<file path="src/rtl/nit_loader_pkg.sv">
// Shared types, default parameters and the partial-word padding helper
// for the nit word loader.
package nit_loader_pkg;

    typedef enum logic [1:0] {
        FILL  = 2'd0,
        FLUSH = 2'd1,
        DONE  = 2'd2
    } nit_state_e;

    localparam int unsigned NIT_WIDTH_DEF     = 2;
    localparam int unsigned NITS_PER_WORD_DEF = 6;
    localparam int unsigned ADDR_WIDTH_DEF    = 8;
    localparam bit          MSB_FIRST_DEF     = 1'b1;

    // Widest word the padding helper handles; callers truncate the result.
    localparam int unsigned PAD_MAX_W = 256;

    // Align a partial accumulator as if the missing trailing nits were zero.
    function automatic logic [PAD_MAX_W-1:0] pad_partial(
        input logic [PAD_MAX_W-1:0] acc,
        input int unsigned          nit_cnt,
        input int unsigned          nit_width,
        input int unsigned          nits_per_word,
        input bit                   msb_first
    );
        int unsigned sh;
        sh = (nits_per_word - nit_cnt) * nit_width;
        if (msb_first) begin
            return acc << sh;
        end
        return acc >> sh;
    endfunction

endpackage

</file>
<file path="src/rtl/nit_ram.sv">
// Simple dual-port program RAM: one write port, one registered read port
// returning old data on a same-address collision.
module nit_ram #(
    parameter int unsigned DATA_WIDTH = 12,
    parameter int unsigned ADDR_WIDTH = 8
) (
    input  logic                  clk,
    input  logic                  reset,
    input  logic                  wr_en,
    input  logic [ADDR_WIDTH-1:0] wr_addr,
    input  logic [DATA_WIDTH-1:0] wr_data,
    input  logic [ADDR_WIDTH-1:0] rd_addr,
    output logic [DATA_WIDTH-1:0] rd_data
);

    localparam int unsigned DEPTH = 1 << ADDR_WIDTH;

    logic [DATA_WIDTH-1:0] mem [DEPTH];

    // Write port; contents are never reset.
    always_ff @(posedge clk) begin
        if (wr_en) begin
            mem[wr_addr] <= wr_data;
        end
    end

    // Registered read port; only the output register is reset.
    always_ff @(posedge clk) begin
        if (reset) begin
            rd_data <= '0;
        end else begin
            rd_data <= mem[rd_addr];
        end
    end

endmodule

</file>
<file path="src/rtl/nit_word_loader.sv">
// Packs a stream of color nits into program words and writes them into the
// program RAM, with flush, fill count, full/overflow flags and clear.
module nit_word_loader
    import nit_loader_pkg::*;
#(
    parameter int unsigned NIT_WIDTH     = NIT_WIDTH_DEF,
    parameter int unsigned NITS_PER_WORD = NITS_PER_WORD_DEF,
    parameter int unsigned ADDR_WIDTH    = ADDR_WIDTH_DEF,
    parameter bit          MSB_FIRST     = MSB_FIRST_DEF,
    localparam int unsigned DATA_WIDTH   = NIT_WIDTH * NITS_PER_WORD
) (
    input  logic                  clk,
    input  logic                  reset,
    input  logic                  nit_valid,
    input  logic [NIT_WIDTH-1:0]  nit,
    input  logic                  finish,
    input  logic                  clear,
    input  logic [ADDR_WIDTH-1:0] rd_addr,
    output logic [DATA_WIDTH-1:0] rd_data,
    output logic [ADDR_WIDTH:0]   word_count,
    output logic                  full,
    output logic                  overflow,
    output logic                  done
);

    localparam int unsigned CNT_W  = ADDR_WIDTH + 1;
    localparam int unsigned NCNT_W = $clog2(NITS_PER_WORD + 1);

    localparam logic [CNT_W-1:0]  DEPTH    = CNT_W'(1) << ADDR_WIDTH;
    localparam logic [NCNT_W-1:0] LAST_NIT = NCNT_W'(NITS_PER_WORD - 1);

    localparam logic [1:0] ST_FILL  = FILL;
    localparam logic [1:0] ST_FLUSH = FLUSH;
    localparam logic [1:0] ST_DONE  = DONE;

    logic [1:0]            state_q,    state_d;
    logic [DATA_WIDTH-1:0] acc_q,      acc_d;
    logic [NCNT_W-1:0]     nit_cnt_q,  nit_cnt_d;
    logic [CNT_W-1:0]      wc_q,       wc_d;
    logic                  full_q,     full_d;
    logic                  ovf_q,      ovf_d;
    logic                  done_q,     done_d;
    logic                  wr_pend_q,  wr_pend_d;
    logic [ADDR_WIDTH-1:0] wr_addr_q,  wr_addr_d;
    logic [DATA_WIDTH-1:0] wr_data_q,  wr_data_d;

    logic [DATA_WIDTH-1:0] acc_shift;
    logic [DATA_WIDTH-1:0] pad_word;
    logic [CNT_W-1:0]      issued;
    logic                  cap_full;
    logic                  ram_we;

    // Next-state and datapath logic.
    always_comb begin
        state_d   = state_q;
        acc_d     = acc_q;
        nit_cnt_d = nit_cnt_q;
        wc_d      = wc_q;
        ovf_d     = ovf_q;
        wr_pend_d = 1'b0;
        wr_addr_d = wr_addr_q;
        wr_data_d = wr_data_q;

        if (MSB_FIRST) begin
            acc_shift = DATA_WIDTH'({acc_q, nit});
        end else begin
            acc_shift = DATA_WIDTH'({nit, acc_q} >> NIT_WIDTH);
        end
        pad_word = DATA_WIDTH'(pad_partial(PAD_MAX_W'(acc_q), 32'(nit_cnt_q),
                                           NIT_WIDTH, NITS_PER_WORD, MSB_FIRST));

        // Capacity counts the word still in flight so no address is reused.
        issued   = wc_q + CNT_W'(wr_pend_q);
        cap_full = (issued == DEPTH);

        if (wr_pend_q) begin
            wc_d = wc_q + CNT_W'(1);
        end

        case (state_q)
            ST_FILL: begin
                if (nit_valid) begin
                    if (cap_full) begin
                        ovf_d = 1'b1;
                    end else if (nit_cnt_q == LAST_NIT) begin
                        wr_pend_d = 1'b1;
                        wr_addr_d = ADDR_WIDTH'(issued);
                        wr_data_d = acc_shift;
                        acc_d     = '0;
                        nit_cnt_d = '0;
                    end else begin
                        acc_d     = acc_shift;
                        nit_cnt_d = nit_cnt_q + NCNT_W'(1);
                    end
                end
                if (finish) begin
                    state_d = ST_FLUSH;
                end
            end
            ST_FLUSH: begin
                if ((nit_cnt_q != '0) && !cap_full) begin
                    wr_pend_d = 1'b1;
                    wr_addr_d = ADDR_WIDTH'(issued);
                    wr_data_d = pad_word;
                end
                acc_d     = '0;
                nit_cnt_d = '0;
                state_d   = ST_DONE;
            end
            ST_DONE: begin
                state_d = ST_DONE;
            end
            default: begin
                state_d = ST_FILL;
            end
        endcase

        if (clear) begin
            state_d   = ST_FILL;
            acc_d     = '0;
            nit_cnt_d = '0;
            wc_d      = '0;
            ovf_d     = 1'b0;
            wr_pend_d = 1'b0;
        end

        done_d = (state_d == ST_DONE);
        full_d = clear ? 1'b0 : (wc_q == DEPTH);
    end

    always_ff @(posedge clk) begin
        if (reset) begin
            state_q   <= ST_FILL;
            acc_q     <= '0;
            nit_cnt_q <= '0;
            wc_q      <= '0;
            full_q    <= 1'b0;
            ovf_q     <= 1'b0;
            done_q    <= 1'b0;
            wr_pend_q <= 1'b0;
            wr_addr_q <= '0;
            wr_data_q <= '0;
        end else begin
            state_q   <= state_d;
            acc_q     <= acc_d;
            nit_cnt_q <= nit_cnt_d;
            wc_q      <= wc_d;
            full_q    <= full_d;
            ovf_q     <= ovf_d;
            done_q    <= done_d;
            wr_pend_q <= wr_pend_d;
            wr_addr_q <= wr_addr_d;
            wr_data_q <= wr_data_d;
        end
    end

    // A pending write is dropped if clear or reset lands on its edge.
    assign ram_we = wr_pend_q && !clear && !reset;

    nit_ram #(
        .DATA_WIDTH (DATA_WIDTH),
        .ADDR_WIDTH (ADDR_WIDTH)
    ) u_ram (
        .clk     (clk),
        .reset   (reset),
        .wr_en   (ram_we),
        .wr_addr (wr_addr_q),
        .wr_data (wr_data_q),
        .rd_addr (rd_addr),
        .rd_data (rd_data)
    );

    assign word_count = wc_q;
    assign full       = full_q;
    assign overflow   = ovf_q;
    assign done       = done_q;

endmodule

</file>
<file path="config.mk">
export PLATFORM = sky130hd
export DESIGN_NAME = nit_word_loader
export DESIGN_NICKNAME = d
export VERILOG_FILES = /design/src/rtl/nit_loader_pkg.sv /design/src/rtl/nit_ram.sv /design/src/rtl/nit_word_loader.sv
export SDC_FILE = /design/constraint.sdc
export NUM_CORES = 2
export LEC_CHECK = 0
export CAP_MARGIN = 10
export CORE_MARGIN = 5
export CORE_UTILIZATION = 60
export DETAILED_ROUTE_END_ITERATION = 8
export PLACE_DENSITY_LB_ADDON = 0.12
export SLEW_MARGIN = 20
export SYNTH_ARGS = -nofsm -noshare
export SYNTH_HDL_FRONTEND = slang
export SYNTH_SLANG_ARGS = --single-unit
export TNS_END_PERCENT = 1
</file>
<file path="constraint.sdc">
create_clock -name clk -period 6.6 [get_ports clk]
set_input_delay 1.32 -clock clk [delete_from_list [all_inputs] [get_ports clk]]
set_output_delay 1.32 -clock clk [all_outputs]
set_load 0.02 [all_outputs]
</file>
==> impl_metrics.csv <==
group,metric,value,unit
synthesis,ys_types,77,
route,wirelength,323000,um
critical_path,critPathLaunch,"rd_addr[5]",
floorplan,core_area,202000,um2
synthesis,ys_seq_elements,3134,
cts,cts_hold_buf,0,
cts,cts_setup_buffers,0,
synthesis,synth.avg_cell_area,20.6,um2
cts,clkTransAtPathRegs,0.06,ns
timing,min_period_over_period,73.2,%
synthesis,synth_mux_area_share,15.2,%
critical_path,timing.rr.start,"wr_pend_q",
global_route,antenna_found_initial,14,
critical_path,required,7.44,ns
floorplan,num_rows,165,
synthesis,synth-edff-count,3072,
critical_path,reg2reg_slack,2.93,ns
synthesis,syn_area,122000,um2
floorplan,dieArea,213000,um2
status,status,"finished clean",
critical_path,critPathKind,"input port to flop",
place,gp_congestion,0.922,
timing,hold_viol_final,0,
critical_path,cp_max_fo,14,
critical_path,cp-start-kind,"input port",
layout,fin_area,137000,um2
synthesis,synth_cells,5943,
synthesis,yosysSeqAreaShare,76.5,%
synthesis,syn_nets,5968,
synthesis,synthTopCellsByArea,"edfxtp_1, mux4_2, mux2i_1",
pwr,power_density,294,nW/um2
cts,insertion_delay,0.94,ns
layout,syn2layout_area_growth,11.7,%
synthesis,yosys.area_share.simple,2.56,%
pwr,ir_drop,0.307,mV
flow_run,max_cap_violations,0,
critical_path,crit_end,"u_ram.rd_data[1]",
route,ant_nets,0,
cts,cts_sinks,3134,
floorplan,die_height,461,um
synthesis,synthXorXnorAreaFrac,0.0932,%
place,hpwl,193000,um
synthesis,yosysWarnings,0,
timing,rsz0062_at_grt,"no",
route,wire_per_inst,35.2,um
global_route,overflow,0,
synthesis,ys.flop_type,"edfxtp_1",
floorplan,initial_core_util,60.4,%
global_route,grt_pass1_vias,62000,
place,place_inst,8618,
place,post_dp_cell_area,127000,um2
floorplan,io_pins,39,
place,dp_slack,1.07,ns
cts,numCtsBuffers,325,
synthesis,yosysTopAreaCell,"edfxtp_1",
global_route,grt_max_degree,193,
cts,cts_tree,"yes",
critical_path,ff2ff_path_depth,4,
timing,setup_tns,0,ns
min_path,hold_class,"flop to flop",
timing,slew_violations,0,
critical_path,cp-end-kind,"flop",
layout,nNetsFinal,6299,
critical_path,slowest_stage,"nand2b_1",
synthesis,synth_compound_area_share,3.53,%
route,drcViolationCount,0,
critical_path,path_cells,"clkdlybuf4s50_1, nand2b_1, nand2b_1, nor3_1, a2111oi_2, nand4_1, a211o_1, o32ai_1",
floorplan,die_x,461,um
critical_path,crit_arrival,5.68,ns
route,vias_per_cell,6.86,
global_route,grt_use_total,30.6,%
layout,instances_no_fill,9180,
timing,setup_viol,0,
layout,utilization,67.5,%
timing,max_freq,207,MHz
cts,post_cts_resized,0,
timing,tightest_slew,1.24,ns
cts,clockBufferDepth,4,
timing,relSlewSlack,16.7,%
synthesis,yosys-top-cells-count,"edfxtp_1, mux4_2, mux2i_1",
synthesis,yosysMostFrequentCell,"edfxtp_1",
critical_path,regToRegEndpoint,"u_ram.mem[175][8]",
cts,cts.root.buffer_cell,"clkbuf_16",
synthesis,yosysTopAreaCellShare,75.5,%
route,vias,63000,
synthesis,yosys.area_share.adder,0.102,%
route,drtIter0Drc,9422,
layout,drive_gt1_share,23.1,%
route,dr.pass1.iters,6,
timing,finalWorstSetupSlack,1.77,ns
critical_path,max_stage_delay,0.92,ns
pwr,p_leak,40.7,nW
synthesis,async_flop_share,0,%
synthesis,synth_top_family_by_area,"multiplexers",
cts,htreeDepth,5,
place,portBuffers,38,
timing,fin_skew,0.0535,ns
global_route,grt_first_pass_wirelength,460000,um
critical_path,cpMostUsedCell,"nand2b_1",
pwr,power,40.2,mW
timing,holdWs,0.473,ns
timing,layout_min_cycle_time,4.83,ns
[logic make-up (layout without fill, tap and decap cells)]
| kind of cell | Yosys count | count (layout) |
|---|---|---|
| DFF | 3134 | 3134 |
| muxes | 1060 | 1060 |
| and+or+nand+nor | 718 | 718 |
| AOI/OAI and AO/OA | 630 | 630 |
| buffers and inverters | 378 | 938 |
| xor gates and xnor gates | 13 | 13 |
| adders and majority gates | 10 | 10 |
| other | 0 | 5 |
[power by group]
group          switching (mW)  total, mW  internal (mW)
sequential             0.0241       21.5           21.5
combinational           0.871       1.34          0.467
clock                    7.27       17.3           10.0
[layout by cell type (no fill, tap or decap), types with 84 or more instances in the layout]
cell type	count
clkbuf_16	331
a21oi_1	109
mux4_2	631
edfxtp_1	3072
o21ai_0	84
nand2_1	119
o221ai_1	125
nor2_1	308
mux2i_1	408
buf_4	292
o22ai_1	124
[sequential cells by signal, indices dropped and copies added (netlist names)]
register,flops
wr_pend_q,1
wr_data_q,12
overflow,1
state_q,2
nit_cnt_q,3
wr_addr_q,8
done,1
u_ram.rd_data,12
acc_q,12
u_ram.mem,3072
word_count,9
full,1
[area by class of cell]
type / count / area (um2)
flip-flops and latches: 3134 / 93500
multi-input cells: 2431 / 26500
diodes: 5 / 12.5
fillers: 12900 / 65800
well taps: 2672 / 3340
repair buffers: 359 / 3170
clock buffers: 411 / 8620
clock inverters: 145 / 1230
inverters: 23 / 96.3
[how the worst min path moves through the flow]
stage	startpoint	endpoint	slack [ns]	cells after the start
after global routing	overflow	overflow	0.53	2
after CTS	overflow	overflow	0.48	2
final	overflow	overflow	0.47	2
after floorplan	acc_q[11]	acc_q[11]	0.46	2
after detailed placement	overflow	overflow	0.46	2
after global placement	overflow	overflow	0.45	2
[worst max-delay path: cells and delay by family]
| family | cells | cell delay, ns |
|---|---|---|
| simple gates | 4 | 2.11 |
| compound gates | 3 | 1.37 |
| buf+inv | 1 | 0.84 |
[per-layer routing]
layer / vias up / share of wire [%] / global-route usage (%) / wire length (um)
li1: 25400 / - / - / -
met1: 33100 / 38 / 44.1 / 124000
met2: 3757 / 46 / 45.7 / 150000
met3: 661 / 11 / 7.59 / 35500
met4: 12 / 4.3 / 12.6 / 14000
met5: - / 0.025 / 0 / 80
Note: power is estimated with default switching activity, not from simulation.
